$ cat src/rtl/psc_trigger_pkg.sv
// Shared types and constants for the PSC trigger receiver.
package psc_trigger_pkg;

    typedef enum logic [1:0] {
        IDLE  = 2'd0,
        START = 2'd1,
        DATA  = 2'd2,
        STOP  = 2'd3
    } rx_state_t;

    localparam logic [7:0]  CRC8_POLY         = 8'h07;
    localparam logic [7:0]  DEFAULT_TRIG_CODE = 8'hA5;
    localparam int unsigned FRAME_BITS        = 10;
    localparam int unsigned DATA_BITS         = FRAME_BITS - 2;

endpackage

$ cat src/rtl/psc_trigger_crc8.sv
// Combinational CRC-8 update of one byte, MSB first, polynomial CRC8_POLY.
module psc_trigger_crc8
    import psc_trigger_pkg::*;
(
    input  logic [7:0] byte_in,
    input  logic [7:0] crc_in,
    output logic [7:0] crc_out
);

    // Fold the byte into the CRC and shift it through eight polynomial steps.
    always_comb begin
        logic [7:0] c;
        c = crc_in ^ byte_in;
        for (int unsigned i = 0; i < 8; i++) begin
            if (c[7]) begin
                c = (c << 1) ^ CRC8_POLY;
            end else begin
                c = c << 1;
            end
        end
        crc_out = c;
    end

endmodule

$ cat src/rtl/psc_trigger_receiver.sv
// PSC trigger receiver: oversampled UART-style byte receiver with message
// framing, header match and optional CRC-8 check of the trailing byte.
// Optional feature macro: PSC_RX_CRC_CHECK_EN (CRC check enabled when defined).
module psc_trigger_receiver
    import psc_trigger_pkg::*;
#(
    parameter int unsigned OVERSAMPLE = 5,
    parameter int unsigned MSG_LEN    = 16,
    parameter logic [7:0]  TRIG_CODE  = DEFAULT_TRIG_CODE
)(
    input  logic       clk,
    input  logic       reset,
    input  logic       serial_in,
    output logic [7:0] byte_data,
    output logic       byte_valid,
    output logic       trigger_pulse,
    output logic       frame_error,
    output logic       crc_error,
    output logic       msg_done
);

    localparam int unsigned HALF       = OVERSAMPLE / 2;
    localparam int unsigned CNT_W      = $clog2(OVERSAMPLE);
    localparam int unsigned IDX_W      = $clog2(MSG_LEN);
    localparam int unsigned IDLE_LIMIT = 20 * OVERSAMPLE;
    localparam int unsigned IDLE_W     = $clog2(IDLE_LIMIT);

    logic             sync_1, sync_2, sync_prev;
    rx_state_t        state_q, state_next;
    logic [CNT_W-1:0] cnt_q;
    logic [2:0]       bit_cnt_q;
    logic [7:0]       shift_q;
    logic [IDX_W-1:0] idx_q;
    logic             hdr_trig_q;
    logic [IDLE_W-1:0] idle_cnt_q;

    logic line_fall, start_sample, bit_sample, stop_sample;
    logic stop_good, stop_bad, last_byte, idle_timeout, crc_ok;

    // Two-flop synchroniser plus one delayed copy for edge detection.
    always_ff @(posedge clk) begin
        if (reset) begin
            sync_1    <= 1'b1;
            sync_2    <= 1'b1;
            sync_prev <= 1'b1;
        end else begin
            sync_1    <= serial_in;
            sync_2    <= sync_1;
            sync_prev <= sync_2;
        end
    end

    assign line_fall = sync_prev & ~sync_2;

    // FSM state register.
    always_ff @(posedge clk) begin
        if (reset) state_q <= IDLE;
        else       state_q <= state_next;
    end

    // FSM next-state logic.
    always_comb begin
        state_next = state_q;
        case (state_q)
            IDLE:  if (line_fall) state_next = START;
            START: if (start_sample) state_next = sync_2 ? IDLE : DATA;
            DATA:  if (bit_sample && bit_cnt_q == 3'(DATA_BITS - 1)) state_next = STOP;
            STOP:  if (stop_sample) state_next = IDLE;
            default: state_next = IDLE;
        endcase
    end

    // FSM output decode: sampling points and message-level conditions.
    always_comb begin
        start_sample = (state_q == START) && (cnt_q == CNT_W'(HALF - 1));
        bit_sample   = (state_q == DATA)  && (cnt_q == CNT_W'(OVERSAMPLE - 1));
        stop_sample  = (state_q == STOP)  && (cnt_q == CNT_W'(OVERSAMPLE - 1));
        stop_good    = stop_sample & sync_2;
        stop_bad     = stop_sample & ~sync_2;
        last_byte    = (idx_q == IDX_W'(MSG_LEN - 1));
        idle_timeout = (state_q == IDLE) && sync_2 &&
                       (idle_cnt_q == IDLE_W'(IDLE_LIMIT - 1));
    end

    // Oversample counter: restarts on every state change and after each data bit.
    always_ff @(posedge clk) begin
        if (reset) begin
            cnt_q <= '0;
        end else if ((state_next != state_q) || bit_sample) begin
            cnt_q <= '0;
        end else if (state_q != IDLE) begin
            cnt_q <= cnt_q + 1'b1;
        end
    end

    // Data shift register, LSB arrives first.
    always_ff @(posedge clk) begin
        if (reset) begin
            shift_q   <= '0;
            bit_cnt_q <= '0;
        end else if (start_sample) begin
            bit_cnt_q <= '0;
        end else if (bit_sample) begin
            shift_q   <= {sync_2, shift_q[7:1]};
            bit_cnt_q <= bit_cnt_q + 1'b1;
        end
    end

    // Idle-line counter, saturating at the timeout threshold.
    always_ff @(posedge clk) begin
        if (reset) begin
            idle_cnt_q <= '0;
        end else if ((state_q != IDLE) || !sync_2) begin
            idle_cnt_q <= '0;
        end else if (idle_cnt_q != IDLE_W'(IDLE_LIMIT - 1)) begin
            idle_cnt_q <= idle_cnt_q + 1'b1;
        end
    end

    // Byte index within the message and header-match flag from byte 0.
    always_ff @(posedge clk) begin
        if (reset) begin
            idx_q      <= '0;
            hdr_trig_q <= 1'b0;
        end else if (stop_bad || idle_timeout) begin
            idx_q <= '0;
        end else if (stop_good) begin
            idx_q <= last_byte ? '0 : idx_q + 1'b1;
            if (idx_q == '0) hdr_trig_q <= (shift_q == TRIG_CODE);
        end
    end

`ifdef PSC_RX_CRC_CHECK_EN
    logic [7:0] crc_q, crc_next;

    psc_trigger_crc8 u_crc (
        .byte_in (shift_q),
        .crc_in  (crc_q),
        .crc_out (crc_next)
    );

    // Running CRC over payload bytes; cleared at message end, abort or timeout.
    always_ff @(posedge clk) begin
        if (reset) begin
            crc_q <= '0;
        end else if (stop_bad || idle_timeout) begin
            crc_q <= '0;
        end else if (stop_good) begin
            crc_q <= last_byte ? '0 : crc_next;
        end
    end

    // The last byte of a message is the expected CRC.
    always_comb crc_ok = (crc_q == shift_q);

    // CRC mismatch strobe, aligned with msg_done.
    always_ff @(posedge clk) begin
        if (reset) crc_error <= 1'b0;
        else       crc_error <= stop_good & last_byte & ~crc_ok;
    end
`else
    // Without CRC checking every message is accepted on its header alone.
    always_comb begin
        crc_ok    = 1'b1;
        crc_error = 1'b0;
    end
`endif

    // Registered strobes and byte output, one cycle after the stop-bit sample.
    always_ff @(posedge clk) begin
        if (reset) begin
            byte_data     <= '0;
            byte_valid    <= 1'b0;
            frame_error   <= 1'b0;
            msg_done      <= 1'b0;
            trigger_pulse <= 1'b0;
        end else begin
            byte_valid    <= stop_good;
            frame_error   <= stop_bad;
            msg_done      <= stop_good & last_byte;
            trigger_pulse <= stop_good & last_byte & hdr_trig_q & crc_ok;
            if (stop_good) byte_data <= shift_q;
        end
    end

endmodule
$ cat config.mk
export PLATFORM = sky130hd
export DESIGN_NAME = psc_trigger_receiver
export DESIGN_NICKNAME = d
export VERILOG_FILES = /design/src/rtl/psc_trigger_pkg.sv /design/src/rtl/psc_trigger_crc8.sv /design/src/rtl/psc_trigger_receiver.sv
export SDC_FILE = /design/constraint.sdc
export NUM_CORES = 1
export LEC_CHECK = 0
export ABC_CLOCK_PERIOD_IN_PS = 2100
export CAP_MARGIN = 20
export CORE_ASPECT_RATIO = 1.1
export CORE_MARGIN = 8
export CORE_UTILIZATION = 45
export DETAILED_ROUTE_END_ITERATION = 10
export PLACE_DENSITY = 0.68
export SLEW_MARGIN = 20
export SYNTH_ARGS = -nofsm -noshare
export SYNTH_HDL_FRONTEND = slang
export SYNTH_HIERARCHICAL = 1
export SYNTH_SLANG_ARGS = --single-unit
$ cat constraint.sdc
create_clock -name clk -period 2.1 [get_ports clk]
set_clock_uncertainty 0.15 [all_clocks]
set_input_delay 0.63 -clock clk [delete_from_list [all_inputs] [get_ports clk]]
set_output_delay 0.63 -clock clk [all_outputs]
set_load 0.01 [all_outputs]
==> impl_table.tex <==
\begin{tabular}{lr}
\hline
Metric & Value \\
\hline
\multicolumn{2}{l}{\textbf{Worst setup path}} \\
\quad Startpoint type of the worst setup path & flop \\
\quad Endpoint arrival time on the critical path & around 1.2 ns \\
\quad Largest fanout on the critical path & 2 \\
\quad Critical Path RT & between 1 and 1.5 ns \\
\quad CP Buf/Inv Count & 1 \\
\quad Start point of the critical path & byte\_data[1] \\
\quad Cells traversed along the worst timing path & clkdlybuf4s50\_1 \\
\quad Startpoint of the most critical register-to-register path & idle\_cnt\_q[0] \\
\quad Type of destination of the critical path & output port \\
\quad Type of the worst setup path & reg -> out \\
\quad Largest delay contributor family on the critical path & buffers and inverters \\
\quad Worst path slowest cell & sky130\_fd\_sc\_hd\_\_clkdlybuf4s50\_1 \\
\quad Delay contributed by the slowest stage of the critical path & around 0.54 ns \\
\multicolumn{2}{l}{\textbf{Global routing}} \\
\quad Initial antenna violation count & 0 \\
\quad GRT Residual Overflow & 0 \\
\quad Via count of the first global-routing pass & $\sim$1300 \\
\quad Maximum number of pins on one net before global-route repair & 15 \\
\quad GRT Total Usage & about 11\% \\
\quad First-pass GRT wire length & 5.80 mm \\
\multicolumn{2}{l}{\textbf{Final layout}} \\
\quad Inserted Diodes & 0 \\
\quad Layout Nets & around 230 \\
\quad Post-route cell area & approximately 0.0021 mm² \\
\quad Area delta synth->final & 15.6\% \\
\quad Commonest cells after routing, fill and taps aside & 46 x sky130\_fd\_sc\_hd\_\_nand2\_1, 43 x sky130\_fd\_sc\_hd\_\_dfxtp\_1, 25 x sky130\_fd\_sc\_hd\_\_a21oi\_1 \\
\quad Share of post-route cells with drive strength above 1 & a little under an eighth \\
\quad Most frequent standard cell in the layout excluding fill and tap cells & sky130\_fd\_sc\_hd\_\_nand2\_1 \\
\multicolumn{2}{l}{\textbf{Yosys}} \\
\quad Avg Cell Area, Syn & approximately 8.9 µm² \\
\quad Post-synth top area share & between 40\% and 50\% \\
\quad Net Count, Synth & approximately 220 \\
\quad Post-synthesis async set-or-reset flop share & 0\% \\
\quad Post-synth EDFFs & 0 \\
\quad Register bit count reported by yosys & 43 \\
\quad Largest area contributor in the synthesized netlist & sky130\_fd\_sc\_hd\_\_dfxtp\_1 \\
\quad Dominant synthesized flop cell & sky130\_fd\_sc\_hd\_\_dfxtp\_1 \\
\quad Number of instances in the synthesized netlist & around 210 \\
\quad Unique cell type count in the Yosys netlist & 42 \\
\quad Synthesized cell area & between 0.0015 and 0.002 mm² \\
\quad Number of warning messages in the yosys log & 6 \\
\quad Proportion of synthesized chip area in sequential cells & between 40\% and 50\% \\
\quad Leading post-synthesis cells by cell area & sky130\_fd\_sc\_hd\_\_dfxtp\_1 47\%, sky130\_fd\_sc\_hd\_\_nand2\_1 9.4\%, sky130\_fd\_sc\_hd\_\_a21oi\_1 6.8\% \\
\multicolumn{2}{l}{\textbf{STA}} \\
\quad Final Max Tran Viols & 0 \\
\quad Summed negative setup slack over all endpoints & 0 ns \\
\quad Final worst path period share & about 93\% \\
\quad Setup repair after global routing missed its margin & no \\
\quad Setup violators final & 0 \\
\quad Maximum frequency from static timing analysis & approximately 0.51 GHz \\
\quad Period minus WS final & 1.95 ns \\
\quad Fin. Hold Viols & 0 \\
\multicolumn{2}{l}{\textbf{Power}} \\
\quad Static leakage power & roughly 0.73 nW \\
\quad Switching share of power & approximately a fifth \\
\quad Switching power of the nets & 0.000316 W \\
\quad Part of the power in combinational logic & $\sim$3.4\% \\
\quad Relative contribution of sequential cells to total power & about 54\% \\
\quad PD cells & between 700 and 800 mW/mm² \\
\quad Clock network fraction of total power & between 40\% and 50\% \\
\quad Cell internal power dissipation & roughly 0.0012 W \\
\quad VDD IR max & a little under 600 µV \\
\multicolumn{2}{l}{\textbf{Routing}} \\
\quad Total length of routed wires & $\sim$3.2 mm \\
\quad Total number of vias & 1381 \\
\quad Initial DRT Pass Iterations & 4 \\
\quad DRT antenna net count & 0 \\
\quad Via density & about 5 \\
\quad WL/cell & about 12 µm \\
\quad Iteration-0 DRC count of the detailed router & 50 \\
\quad Number of remaining DRC errors & 0 \\
\multicolumn{2}{l}{\textbf{Place}} \\
\quad Instance area at placement & about 0.002 mm² \\
\quad Number of I/O port buffers & 14 \\
\quad Routability congestion estimate & 0.707 \\
\quad DP HPWL & about 2.3 mm \\
\multicolumn{2}{l}{\textbf{Clocking}} \\
\quad Clock input transition at the sequential cells of the worst setup and hold paths & around 0.080 ns \\
\quad CTS root buffer & sky130\_fd\_sc\_hd\_\_clkbuf\_8 \\
\quad Insertion delay of the later-clocked pin in the worst-skew pair & slightly below 0.3 ns \\
\quad Number of buffers on the longest clock path & 2 \\
\quad Depth of the CTS H-tree & 2 \\
\quad Setup repair bufs after CTS & 0 \\
\quad Clock tree from TritonCTS & yes \\
\quad Hold buffer count at cts & 0 \\
\quad Resized Gates After CTS & 0 \\
\quad Num Clock Sinks & 43 \\
\quad Number of buffers inserted during clock tree synthesis & 5 \\
\multicolumn{2}{l}{\textbf{Die}} \\
\quad Total core area & between 0.003 and 0.004 mm² \\
\quad IO Count & 16 \\
\quad Die Footprint & about 0.0064 mm² \\
\quad Die span in y & between 80 and 90 µm \\
\quad Die outline width & 76.9 µm \\
\quad Starting density of the core & between 40\% and 50\% \\
\quad Row Count & 24 \\
\multicolumn{2}{l}{\textbf{Outcome}} \\
\quad Run status & finished clean \\
\multicolumn{2}{l}{\textbf{Min path}} \\
\quad Class of the tightest hold or removal check & reg -> reg \\
\quad Startpoint of the tightest hold check path & sync\_1 \\
\multicolumn{2}{l}{\textbf{Run}} \\
\quad Max-cap violations & 0 \\
\hline
\end{tabular}
power groups by stage:
stage / logic [W] / registers, W / clock network, W
finish: 0.0000533 / 0.000837 / 0.000657
global route: 0.0000606 / 0.000839 / 0.000715
CTS: 0.0000537 / 0.000837 / 0.000679
detailed placement: 0.0000538 / 0.000856 / 0
global placement: 0.0000533 / 0.000856 / 0
floorplan: 0.0000456 / 0.000851 / 0
cells by family after synthesis:
kind of cell,count (synthesis),synth area share [%]
buffers and inverters,16,4.83
xor gates and xnor gates,8,3.81
DFF,43,46.8
adders and majority gates,8,5.45
and+or+nand+nor,93,26.9
other,1,0.204
muxes,1,0.545
AOI/OAI and AO/OA,37,11.4
final timing paths:
path	to	slack [ns]	depth (start not counted)
worst max-delay path	byte_data[1]	0.15	1
worst min-delay path	sync_2	0.27	1
worst max register to register	idx_q[3]	0.34	5
worst min register to register	sync_2	0.27	1
per-layer routing:
layer	track usage [%]	share of wire (%)
met1	11.6	46
met2	18.4	49
met3	4.09	3.2
met4	4.73	1.4
met5	0	0
synth_stat cells (2+ instances only):
library cell,instances
sky130_fd_sc_hd__nand2_1,46
sky130_fd_sc_hd__dfxtp_1,43
sky130_fd_sc_hd__a21oi_1,25
sky130_fd_sc_hd__nor2_1,11
sky130_fd_sc_hd__ha_1,8
sky130_fd_sc_hd__nand3_1,7
sky130_fd_sc_hd__inv_1,6
sky130_fd_sc_hd__nor3_1,5
sky130_fd_sc_hd__o21ai_0,4
sky130_fd_sc_hd__xnor2_1,4
sky130_fd_sc_hd__xor2_1,4
sky130_fd_sc_hd__buf_4,3
sky130_fd_sc_hd__clkbuf_1,3
sky130_fd_sc_hd__or2_2,3
sky130_fd_sc_hd__a31oi_1,2
sky130_fd_sc_hd__buf_2,2
sky130_fd_sc_hd__buf_6,2
sky130_fd_sc_hd__nand3b_1,2
sky130_fd_sc_hd__nor2_2,2
sky130_fd_sc_hd__nor4bb_1,2
sky130_fd_sc_hd__or3_1,2
cell type report:
type	instances	area, µm²
Tap cell	52	65.1
Clock buffer	6	82.6
Multi-Input combinational cell	148	888
Timing Repair Buffer	18	170
Inverter	6	22.5
Clock inverter	2	35.0
Fill cell	364	1810
Sequential cell	43	861
registers in the layout, summed over array words and instances (netlist names), 2 cells and up:
| signal | count |
|---|---|
| bit_cnt_q | 3 |
| byte_data | 8 |
| cnt_q | 3 |
| idle_cnt_q | 7 |
| idx_q | 4 |
| shift_q | 8 |
| state_q | 2 |
stage by stage:
| step | power, W | hold WS, ns | util [%] | cells | setup WS (ns) |
|---|---|---|---|---|---|
| 5_1_grt | 0.00161 | 0.313 | 54.0 | 275 | 0.0821 |
| 3_3_place_gp | 0.000910 | 0.243 | 51.0 | 267 | 0.118 |
| 4_1_cts | 0.00157 | 0.270 | 54.0 | 275 | 0.124 |
| 2_1_floorplan | 0.000897 | 0.239 | - | 207 | 0.497 |
| 6_report | 0.00155 | 0.268 | 54.0 | 275 | 0.148 |
| 3_5_place_dp | 0.000910 | 0.249 | 51.0 | 267 | 0.0917 |
No activity file was read; power rests on OpenSTA's default activity.
